$ cat config.mk
export PLATFORM = sky130hd
export DESIGN_NAME = williams_blt_arbiter
export DESIGN_NICKNAME = d
export VERILOG_FILES = /design/src/rtl/williams_pkg.sv /design/src/rtl/williams_nibble_merge.sv /design/src/rtl/williams_blt_arbiter.sv
export SDC_FILE = /design/constraint.sdc
export NUM_CORES = 1
export LEC_CHECK = 0
export CORE_ASPECT_RATIO = 0.8
export CORE_MARGIN = 4
export CORE_UTILIZATION = 31
export CTS_CLUSTER_DIAMETER = 50
export DETAILED_ROUTE_END_ITERATION = 16
export PLACE_DENSITY = 0.69
export SYNTH_ARGS = -nofsm -noshare
export SYNTH_HDL_FRONTEND = slang
export SYNTH_SLANG_ARGS = --single-unit
$ cat constraint.sdc
create_clock -name clk -period 1.95 [get_ports clk]
set_input_delay 0.39 -clock clk [delete_from_list [all_inputs] [get_ports clk]]
set_output_delay 0.39 -clock clk [all_outputs]
set_load 0.01 [all_outputs]
$ cat src/rtl/williams_pkg.sv
// Shared definitions for the Williams blitter bus arbiter: FSM state encoding
// and E-cycle timing constant.
package williams_pkg;

  localparam int E_CYCLE_CLKS = 12;

  typedef enum logic [2:0] {
    ST_IDLE    = 3'd0,
    ST_REQ     = 3'd1,
    ST_GRANT   = 3'd2,
    ST_RD      = 3'd3,
    ST_WR      = 3'd4,
    ST_RELEASE = 3'd5
  } state_t;

endpackage

$ cat src/rtl/williams_nibble_merge.sv
// Combinational nibble merge: each nibble comes from new data when its enable
// bit is set, otherwise from the old memory contents.
module williams_nibble_merge (
  input  logic [7:0] i_old,
  input  logic [7:0] i_new,
  input  logic [1:0] i_nibble_en,
  output logic [7:0] o_merged
);

  assign o_merged[7:4] = i_nibble_en[1] ? i_new[7:4] : i_old[7:4];
  assign o_merged[3:0] = i_nibble_en[0] ? i_new[3:0] : i_old[3:0];

endmodule

$ cat src/rtl/williams_blt_arbiter.sv
// Arbitrates the memory bus between the 6809 and the blitter, one access per E-cycle.
// Define WILLIAMS_BLT_RMW_EN to turn single-nibble writes into read-merge-write.
module williams_blt_arbiter
  import williams_pkg::*;
#(
  parameter int MEM_LATENCY = 1
) (
  input  logic        clk,
  input  logic        rst_n,
  input  logic        en_e_n,
  input  logic        halt,
  output logic        halt_ack,
  input  logic        blt_rd,
  input  logic        blt_wr,
  input  logic [15:0] blt_address_out,
  input  logic [7:0]  blt_data_out,
  input  logic [1:0]  blt_nibble_en,
  output logic [7:0]  blt_data_in,
  output logic        blt_ack,
  output logic        cpu_halt_n,
  input  logic        cpu_ba,
  output logic [15:0] mem_addr,
  output logic        mem_rd,
  output logic [1:0]  mem_we,
  output logic [7:0]  mem_wr_data,
  input  logic [7:0]  mem_rd_data,
  output logic [2:0]  dbg_state
);

  localparam logic [2:0] LAT    = 3'(MEM_LATENCY);
  localparam logic [2:0] LAT_P1 = 3'(MEM_LATENCY + 1);

  state_t      r_state, w_next;
  logic [2:0]  r_cnt;
  logic [15:0] r_addr;
  logic [7:0]  r_wdata;
  logic [1:0]  r_nib;
  logic        r_halt_ack, r_blt_ack, r_mem_rd, r_abort;
  logic [1:0]  r_mem_we;
  logic [7:0]  r_mem_wr_data, r_blt_data_in;

  logic        w_latch, w_mem_rd, w_wr_strobe, w_rd_capture, w_done;
  logic        w_ack, w_halt_ack, w_busy_next, w_abort;
  logic [1:0]  w_mem_we;
  logic [7:0]  w_wr_data;

`ifdef WILLIAMS_BLT_RMW_EN
  logic       w_rmw, w_old_capture;
  logic [7:0] r_old, w_merged;

  assign w_rmw = (r_nib == 2'b01) || (r_nib == 2'b10);

  williams_nibble_merge u_merge (
    .i_old       (r_old),
    .i_new       (r_wdata),
    .i_nibble_en (r_nib),
    .o_merged    (w_merged)
  );

  assign w_wr_data = w_rmw ? w_merged : r_wdata;
`else
  assign w_wr_data = r_wdata;
`endif

  // r_cnt counts clocks since the latch edge; edge N+1+k sees r_cnt == k.
  always_comb begin
    w_next       = r_state;
    w_latch      = 1'b0;
    w_mem_rd     = 1'b0;
    w_mem_we     = 2'b00;
    w_wr_strobe  = 1'b0;
    w_rd_capture = 1'b0;
    w_done       = 1'b0;
`ifdef WILLIAMS_BLT_RMW_EN
    w_old_capture = 1'b0;
`endif
    case (r_state)
      ST_IDLE: if (halt) w_next = ST_REQ;
      ST_REQ: begin
        if (!halt)                 w_next = ST_RELEASE;
        else if (cpu_ba && en_e_n) w_next = ST_GRANT;
      end
      ST_GRANT: begin
        if (!halt) begin
          w_next = ST_RELEASE;
        end else if (en_e_n && blt_wr) begin
          w_next  = ST_WR;
          w_latch = 1'b1;
        end else if (en_e_n && blt_rd) begin
          w_next  = ST_RD;
          w_latch = 1'b1;
        end
      end
      ST_RD: begin
        if (r_cnt == 3'd0) w_mem_rd = 1'b1;
        if (r_cnt == LAT) begin
          w_rd_capture = 1'b1;
          w_done       = 1'b1;
        end
      end
      ST_WR: begin
`ifdef WILLIAMS_BLT_RMW_EN
        if (w_rmw) begin
          if (r_cnt == 3'd0) w_mem_rd = 1'b1;
          if (r_cnt == LAT)  w_old_capture = 1'b1;
          if (r_cnt == LAT_P1) begin
            w_mem_we    = 2'b11;
            w_wr_strobe = 1'b1;
            w_done      = 1'b1;
          end
        end else begin
          w_mem_we    = r_nib;
          w_wr_strobe = 1'b1;
          w_done      = 1'b1;
        end
`else
        w_mem_we    = r_nib;
        w_wr_strobe = 1'b1;
        w_done      = 1'b1;
`endif
      end
      ST_RELEASE: w_next = ST_IDLE;
      default:    w_next = ST_IDLE;
    endcase
    if (w_done) w_next = (halt && !r_abort) ? ST_GRANT : ST_RELEASE;
  end

  // An access whose halt dropped at any point finishes silently, then releases.
  assign w_ack       = w_done && halt && !r_abort;
  assign w_busy_next = (w_next == ST_RD) || (w_next == ST_WR);
  assign w_abort     = w_busy_next && ((r_state == ST_RD) || (r_state == ST_WR)) &&
                       (r_abort || !halt);
  assign w_halt_ack  = (w_busy_next || (w_next == ST_GRANT)) && (r_state != ST_REQ);

  always_ff @(posedge clk) begin
    if (!rst_n) begin
      r_state       <= ST_IDLE;
      r_cnt         <= 3'd0;
      r_addr        <= 16'h0000;
      r_wdata       <= 8'h00;
      r_nib         <= 2'b00;
      r_halt_ack    <= 1'b0;
      r_blt_ack     <= 1'b0;
      r_mem_rd      <= 1'b0;
      r_abort       <= 1'b0;
      r_mem_we      <= 2'b00;
      r_mem_wr_data <= 8'h00;
      r_blt_data_in <= 8'h00;
`ifdef WILLIAMS_BLT_RMW_EN
      r_old         <= 8'h00;
`endif
    end else begin
      r_state    <= w_next;
      r_cnt      <= (w_busy_next && (w_next == r_state)) ? r_cnt + 3'd1 : 3'd0;
      r_halt_ack <= w_halt_ack;
      r_blt_ack  <= w_ack;
      r_mem_rd   <= w_mem_rd;
      r_mem_we   <= w_mem_we;
      r_abort    <= w_abort;
      if (w_latch) begin
        r_addr  <= blt_address_out;
        r_wdata <= blt_data_out;
        r_nib   <= blt_nibble_en;
      end
      if (w_wr_strobe)  r_mem_wr_data <= w_wr_data;
      if (w_rd_capture) r_blt_data_in <= mem_rd_data;
`ifdef WILLIAMS_BLT_RMW_EN
      if (w_old_capture) r_old <= mem_rd_data;
`endif
    end
  end

  assign cpu_halt_n  = !((r_state == ST_REQ) || (r_state == ST_GRANT) ||
                         (r_state == ST_RD)  || (r_state == ST_WR));
  assign halt_ack    = r_halt_ack;
  assign blt_ack     = r_blt_ack;
  assign blt_data_in = r_blt_data_in;
  assign mem_addr    = r_addr;
  assign mem_rd      = r_mem_rd;
  assign mem_we      = r_mem_we;
  assign mem_wr_data = r_mem_wr_data;
  assign dbg_state   = r_state;

endmodule

# == Yosys cells after proc, flatten, opt, wreduce, memory -nomap -nowiden ==
# Index checks and enable logic that the tools add are counted.
# word_totals
register_bits,54
input_bits,41
out_inout_bits,41
word_cells,67
# classes
add_sub_neg,1
eq_ne,10
mux,18
n_reduce_logical,26
# op_table
op,n
3-bit 2-to-1 mux,8
"3-bit by 2-bit equality test with 1-bit output, second input constant",4
3-bit one-hot mux with 4 select lines,1
1-bit logical AND,10
1-bit 2-to-1 mux,8
1-bit logical OR,7
"3-bit by 1-bit equality test with 1-bit output, second input constant",2
"3-bit equality test, second input constant",2
3-bit zero test,2
2-bit AND reduction,3
"3-bit by 1-bit adder with 3-bit output, second input constant",1
3-bit equality test,1
1-bit zero test,3
"3-bit by 1-bit != test with 1-bit output, second input constant",1
1-bit one-hot mux with 2 select lines,1
2-bit OR reduction,1

# == Depth between registers and ports, before layout ==
# logic_depth
ltp_word,10
mapped_depth,8
mapped_depth_nobuf,7

# == Least setup slack after synthesis ==
# OpenSTA, ideal clock, no wires.
# synth_timing
path_kind,register to register
from,register r_cnt[1]
to,register r_cnt[1]
t_arrival_ps,1481
required_ps,1877
path_slack_ps,396
stages_incl_launch_ff,8
path_buffers,0
cell_sequence,dfxtp_1 > inv_1 > ha_1 > nor2b_2 > a31o_2 > a311oi_1 > mux2i_1 > nor3b_2
# synth_via
elab_chain_len,8
word_cells_on_any_way,11
# synth_rtl
element,line_no,source
start: declaration,williams_blt_arbiter.sv:34,logic [2:0] r_cnt;
start signal: assignment,williams_blt_arbiter.sv:154,r_cnt <= (w_busy_next && (w_next == r_state)) ? r_cnt + 3'd1 : 3'd0;
3-bit by 1-bit equality test with 1-bit output,williams_blt_arbiter.sv:96,if (r_cnt == LAT) begin
1-bit 2-to-1 mux,williams_blt_arbiter.sv:96,
1-bit one-hot mux with 2 select lines,williams_blt_arbiter.sv:77,case (r_state)
3-bit 2-to-1 mux,williams_blt_arbiter.sv:125,if (w_done) w_next = (halt && !r_abort) ? ST_GRANT : ST_RELEASE;
3-bit by 2-bit equality test with 1-bit output / 3-bit equality test (equally long branches),williams_blt_arbiter.sv:130,assign w_busy_next = (w_next == ST_RD) || (w_next == ST_WR);
1-bit logical OR,williams_blt_arbiter.sv:130,
1-bit logical AND,williams_blt_arbiter.sv:154,
2-bit AND reduction (no line),--,
# Several ways; a longest one is shown, not always the timed one.
# A chain may end at the register's enable or synchronous reset.

# == Worst setup path in the final report ==
# layout_timing
from,"register r_state[1], in the netlist dbg_state[1]"
to,output dbg_state[1]
# layout_lines
element,line_no,source
start: declaration,williams_blt_arbiter.sv:33,"state_t r_state, w_next;"
start signal: assignment,williams_blt_arbiter.sv:153,r_state <= w_next;
end: declaration,williams_blt_arbiter.sv:27,output logic [2:0] dbg_state
# No word-level cell between the ends.

==> reports/results.ini <==
[job]
maxCapViolCount = 0

[sta]
slew_viol_final = 0
fin_worst_skew_ns = 0.00951
rsz0062_at_grt = false
fmax_ghz = 0.561
setup_viol = 0
min_period_ns = 1.78
relSlewSlack = 0.785
tightest_slew_ns = 0.320
fin_crit_sh = 0.914
finalHoldViolations = 0

[clock_tree]
cts_resized = 2
clk_pin_slew_ns = 0.09
clock_latency_ns = 0.30
cts_sinks = 54
clock-root-buffer = clkbuf_8
cts_made_buffers = 5
clockBufferDepth = 2
postCtsSetupBuffers = 0
cts_tree = done
htreeDepth = 2
ctsHoldBuffers = 0

[setup_path]
cp.required_ns = 1.56
rrSetupSlack_ns = 0.18
reg2reg_depth = 8
cp_cell_sequence = buf_4 > clkdlybuf4s50_1
critPathMaxFanout = 11
cp_slowest_stage_delay_ns = 0.55
reg2reg_to = r_cnt[1]
arrival_ns = 1.39
path_class = reg2out
worst-path-buf-inv = 2
start_kind = register
endpoint_kind = output port
worstReg2RegStart = r_cnt[1]
slowest_stage = clkdlybuf4s50_1
cp_top_family = buffers and inverters

[synthesis]
yosysTopAreaCell = dfxtp_1
synthTopCellsByArea = dfxtp_1, nand2_1, a21boi_0
synth_top_family_by_area = simple AND/OR/NAND/NOR gates
yosysMostFrequentCell = nand2_1
synth-edff-count = 0
synth_cells = 246
synth_warnings = 0
syn-cell-area_um2 = 2240
synth.top_cell.area_share = 0.482
ys_ff_latch = 54
synthAdderAreaFrac = 0.0167
syn-num-nets = 290
synth-simple-area-share = 0.209
synthXorXnorAreaFrac = 0.0117
yosys-top-cells-count = nand2_1, dfxtp_1, a21boi_0
synth.avg_cell_area_um2 = 9.11
yosysSeqAreaShare = 0.482
synth_ff_type = dfxtp_1
synth_compound_area_frac = 0.185
muxShareOfSynthArea = 0.0446
yosysUniqueCellTypes = 42
ys_async_sr_fraction = 0

[cells_and_area]
stdcell_area_um2 = 3290
n_fill_cell = 691
drive_above_1_share = 0.102
diodes = 0
fin_util = 0.473
area_growth_pct = 46.8
layout.nets = 378

[min_path]
worstHoldStart = mem_addr[5]
min_path_type = reg2reg
min_to = mem_addr[5]
min_delay_path_depth = 2

[pwr]
peakVddDrop_v = 0.000321
leakage_uw = 0.00122
p_per_area_nw_per_um2 = 608

[die]
start_util = 0.322
coreArea_um2 = 6960
io-pin-count = 82
fp-row-count = 27
die_y_um = 84.1
dieArea_um2 = 8670
fp.dieW_um = 103

[route]
drtPass1Iterations = 4
drc_errors = 0
wl_per_cell_um = 12.5
ant_nets = 0
vias = 1898
drt_iter0_drc = 48
detail_route.vias_per_cell = 4.51
wirelength_um = 5280

[global_routing]
grt_max_degree = 33
grt_pass1_vias = 1890
grt_usage = 0.127
antenna_found_initial = 0
overflow = 0
grt_pass1_wl_um = 8820

[placed_design]
placed_area_um2 = 3210
portBuffers = 81
place_congestion = 0.900
hpwl_um = 3930

[outcome]
status = complete, no violations

## worst max-delay path by stage
stage | startpoint | to | slack (ns) | cells past startpoint
final | dbg_state[1] | dbg_state[1] | 0.17 | 2
after global routing | r_cnt[1] | r_cnt[1] | 0.06 | 8
after CTS | dbg_state[1] | dbg_state[1] | 0.15 | 2
after detailed placement | halt | r_cnt[2] | -0.02 | 7
after global placement | en_e_n | halt_ack | 0.03 | 6
after floorplan | r_cnt[1] | r_cnt[1] | 0.40 | 7
## kinds of logic (layout without fill, tap and decap cells)
kind of cell               Yosys count  count (layout)
and+or+nand+nor                    102             102
DFF                                 54              54
AOI/OAI and AO/OA                   53              53
buffers and inverters               21             109
muxes                               10              10
adders and majority gates            3               3
xor gates and xnor gates             3               3
## worst register-to-register path: stages, from the launching register on
cell	delay [ns]
dfxtp_1	0.34
inv_1	0.06
ha_1	0.17
nor2b_2	0.17
a31o_2	0.27
a311oi_1	0.26
mux2i_1	0.12
buf_4	0.16
nor3b_2	0.15
## flip-flops by register name (all words and copies together), names as in the netlist
name and flops:
r_nib 2, blt_data_in 8, mem_we 2, blt_ack 1, r_cnt 3, mem_wr_data 8, r_abort 1, halt_ack 1
dbg_state 3, mem_addr 16, r_wdata 8, mem_rd 1
## report_power, final
part	switching (µW)	leakage, µW	internal, µW	total [µW]
Sequential	14.1	0.000435	1110	1130
Combinational	115	0.000744	167	282
Clock	345	0.0000373	247	592
## layout make-up
cell class / instances / area (µm²) / share of cell area
well taps: 87 / 109 / 0.0331
clock inverters: 1 / 7.51 / 0.00228
inverters: 5 / 18.8 / 0.00570
multi-input cells: 171 / 1050 / 0.319
clock buffers: 6 / 72.6 / 0.0220
repair buffers: 97 / 955 / 0.290
flip-flops and latches: 54 / 1080 / 0.328
## through the flow
step / worst slack (ns) / setup TNS [ns] / power [µW] / cells / hold slack, ns
after detailed placement: -0.0193 / -0.0385 / 1440 / 414 / 0.455
after CTS: 0.154 / 0 / 2040 / 421 / 0.468
after global routing: 0.0610 / 0 / 2110 / 421 / 0.485
final: 0.168 / 0 / 2000 / 421 / 0.462
after floorplan: 0.396 / 0 / 1280 / 246 / 0.439
after global placement: 0.0327 / 0 / 1440 / 414 / 0.446
## placed cells by master, fill, tap and decap left out, types with 2 or more instances in the layout
master | Yosys | layout
clkdlybuf4s50_1 | 0 | 80
nand2_1 | 73 | 73
dfxtp_1 | 54 | 54
a21boi_0 | 35 | 35
buf_4 | 3 | 14
mux2i_1 | 10 | 10
nor2b_1 | 8 | 8
inv_1 | 5 | 5
clkbuf_8 | 0 | 5
nor2_1 | 5 | 4
o21a_1 | 3 | 3
ha_1 | 3 | 3
xor2_1 | 2 | 2
and2_1 | 2 | 2
and3_1 | 2 | 2
a21oi_1 | 2 | 2
nor3_2 | 2 | 2
buf_12 | 0 | 2
## layer usage
layer / global-route usage / share of wire / up-vias
met5: 0 / 0 / -
met4: 0.0318 / 0.0030 / 0
met3: 0.0376 / 0.065 / 2
met2: 0.205 / 0.45 / 45
met1: 0.164 / 0.48 / 866
li1: - / - / 985
Note: power is estimated with default switching activity, not from simulation.
==> edit: new RTL, same flow settings <==
The option `WILLIAMS_BLT_RMW_EN` is turned on by a define.
--- a/src/rtl/williams_blt_arbiter.sv
+++ b/src/rtl/williams_blt_arbiter.sv
@@ -1,5 +1,7 @@
 // Arbitrates the memory bus between the 6809 and the blitter, one access per E-cycle.
 // Define WILLIAMS_BLT_RMW_EN to turn single-nibble writes into read-merge-write.
+`define WILLIAMS_BLT_RMW_EN
+
 module williams_blt_arbiter
   import williams_pkg::*;
 #(
Function: changed (Yosys sat finds a counterexample within 10 cycles, from zero or initial values and one cycle with rst_n low).
==> edit against the unedited design <==
Wire length grew 28%; core utilization is essentially flat; synthesized cell count grew 20%; cell area grew 16%; sequential cell count grew 8; area after synthesis grew 17%; maximum frequency shrank 5.1%; setup slack lost 95 ps; first-iteration DRC count grew to 2.6 times the old value; cell count grew 18%; highest routed layer unchanged.
Power is not compared: it rests on default switching activity, and its combinational part moved more than twofold at a synthesized area within 25%.
==> edit: results (changes against the unedited design) <==
| Metric | Value |
|---|---|
| Top cells by area, synth | dfxtp_1 47%, mux2i_1 9.2%, nand2_1 8.0% (was dfxtp_1 48%, nand2_1 12%, a21boi_0 12%) |
| H-tree Lvls | 3 (was 2) |
| Post-Synth Adder-Cell Area | 1.91% (was 1.67%) |
| CP arrival | 2130 ps (was 1390 ps) |
| Crit Path Max Fanout | 5 (was 11) |
| Largest net degree at the start of global routing | 42 (was 33) |
| Top post-synthesis cells by count | 62 x dfxtp_1, 56 x nand2_1, 35 x nor2_1, 29 x a21oi_1, 24 x mux2i_1 (was 73 x nand2_1, 54 x dfxtp_1, 35 x a21boi_0, 10 x mux2i_1) |
| Critical path type | reg -> reg (was reg -> out) |
| DP Worst Slack | -237 ps (was -19.3 ps) |
| Min Hold Slack | 451 ps (was 462 ps) |
| Vias in the first global route | 2277 (was 1890) |
| Sequential area share after synthesis | 47.4% (was 48.2%) |
| Status | finished, final reports clean (unchanged) |
| Gpl congestion | 0.937 (was 0.900) |
| First-pass GRT wire length | 11100 um (was 8820 um) |
| Synth Area in XOR/XNOR | 1.62% (was 1.17%) |
| Hold Crit Start | r_cnt[0] (was mem_addr[5]) |
| Skew-Pair Late Insertion Delay | 330 ps (was 300 ps) |
| Layout cells sized above 1 | 12.4% (was 10.2%) |
| # diodes | 0 (unchanged) |
| Compound-Gate Fraction of Synth Area | 14.3% (was 18.5%) |
| Hold endpoint | r_cnt[0] (was mem_addr[5]) |
| Worst-path clk slew | 70 ps (was 90 ps) |
| Crit-path slowest cell | or3_1 (was clkdlybuf4s50_1) |
| Final period utilization | 96.3% (was 91.4%) |
| Nets | 428 (was 378) |
| Critical Path Sink | halt_ack (was dbg_state[1]) |
| Detailed-route via count | 2318 (was 1898) |
| R2r worst-path depth | 7 (was 8) |
| Drt total wl | 6770 um (was 5280 um) |
| Via density | 4.68 (was 4.51) |
| Critical Path Max Stage Delay | 390 ps (was 550 ps) |
| Reg2reg start | r_cnt[0] (was r_cnt[1]) |
| R2r setup slk | 70 ps (was 180 ps) |
| Worst Skew | 8.79 ps (was 9.51 ps) |
-- edit: per-layer routing --
metal  global-route usage [%]  vias to the layer above  part of all wire (%)
met5                        0                        -                     0
met4                     4.00                        0                  0.28
met3                     5.03                        2                   6.9
met2                     20.6                       82                    45
met1                     18.1                     1062                    48
li1                         -                     1172                     -
-- edit: timing repair --
item,4_1_cts,5_1_grt
gates resized for setup,2,4
endpoints found under the setup margin,1,10
hold buffers,0,0
-- edit: layout make-up --
| class | instances | area (um^2) | share of cell area [%] |
|---|---|---|---|
| Clock buffer | 11 | 151 | 3.96 |
| Clock inverter | 4 | 22.5 | 0.589 |
| Inverter | 6 | 22.5 | 0.589 |
| Timing Repair Buffer | 97 | 967 | 25.3 |
| Multi-Input combinational cell | 207 | 1280 | 33.6 |
| Tap cell | 108 | 135 | 3.53 |
| Sequential cell | 62 | 1240 | 32.5 |
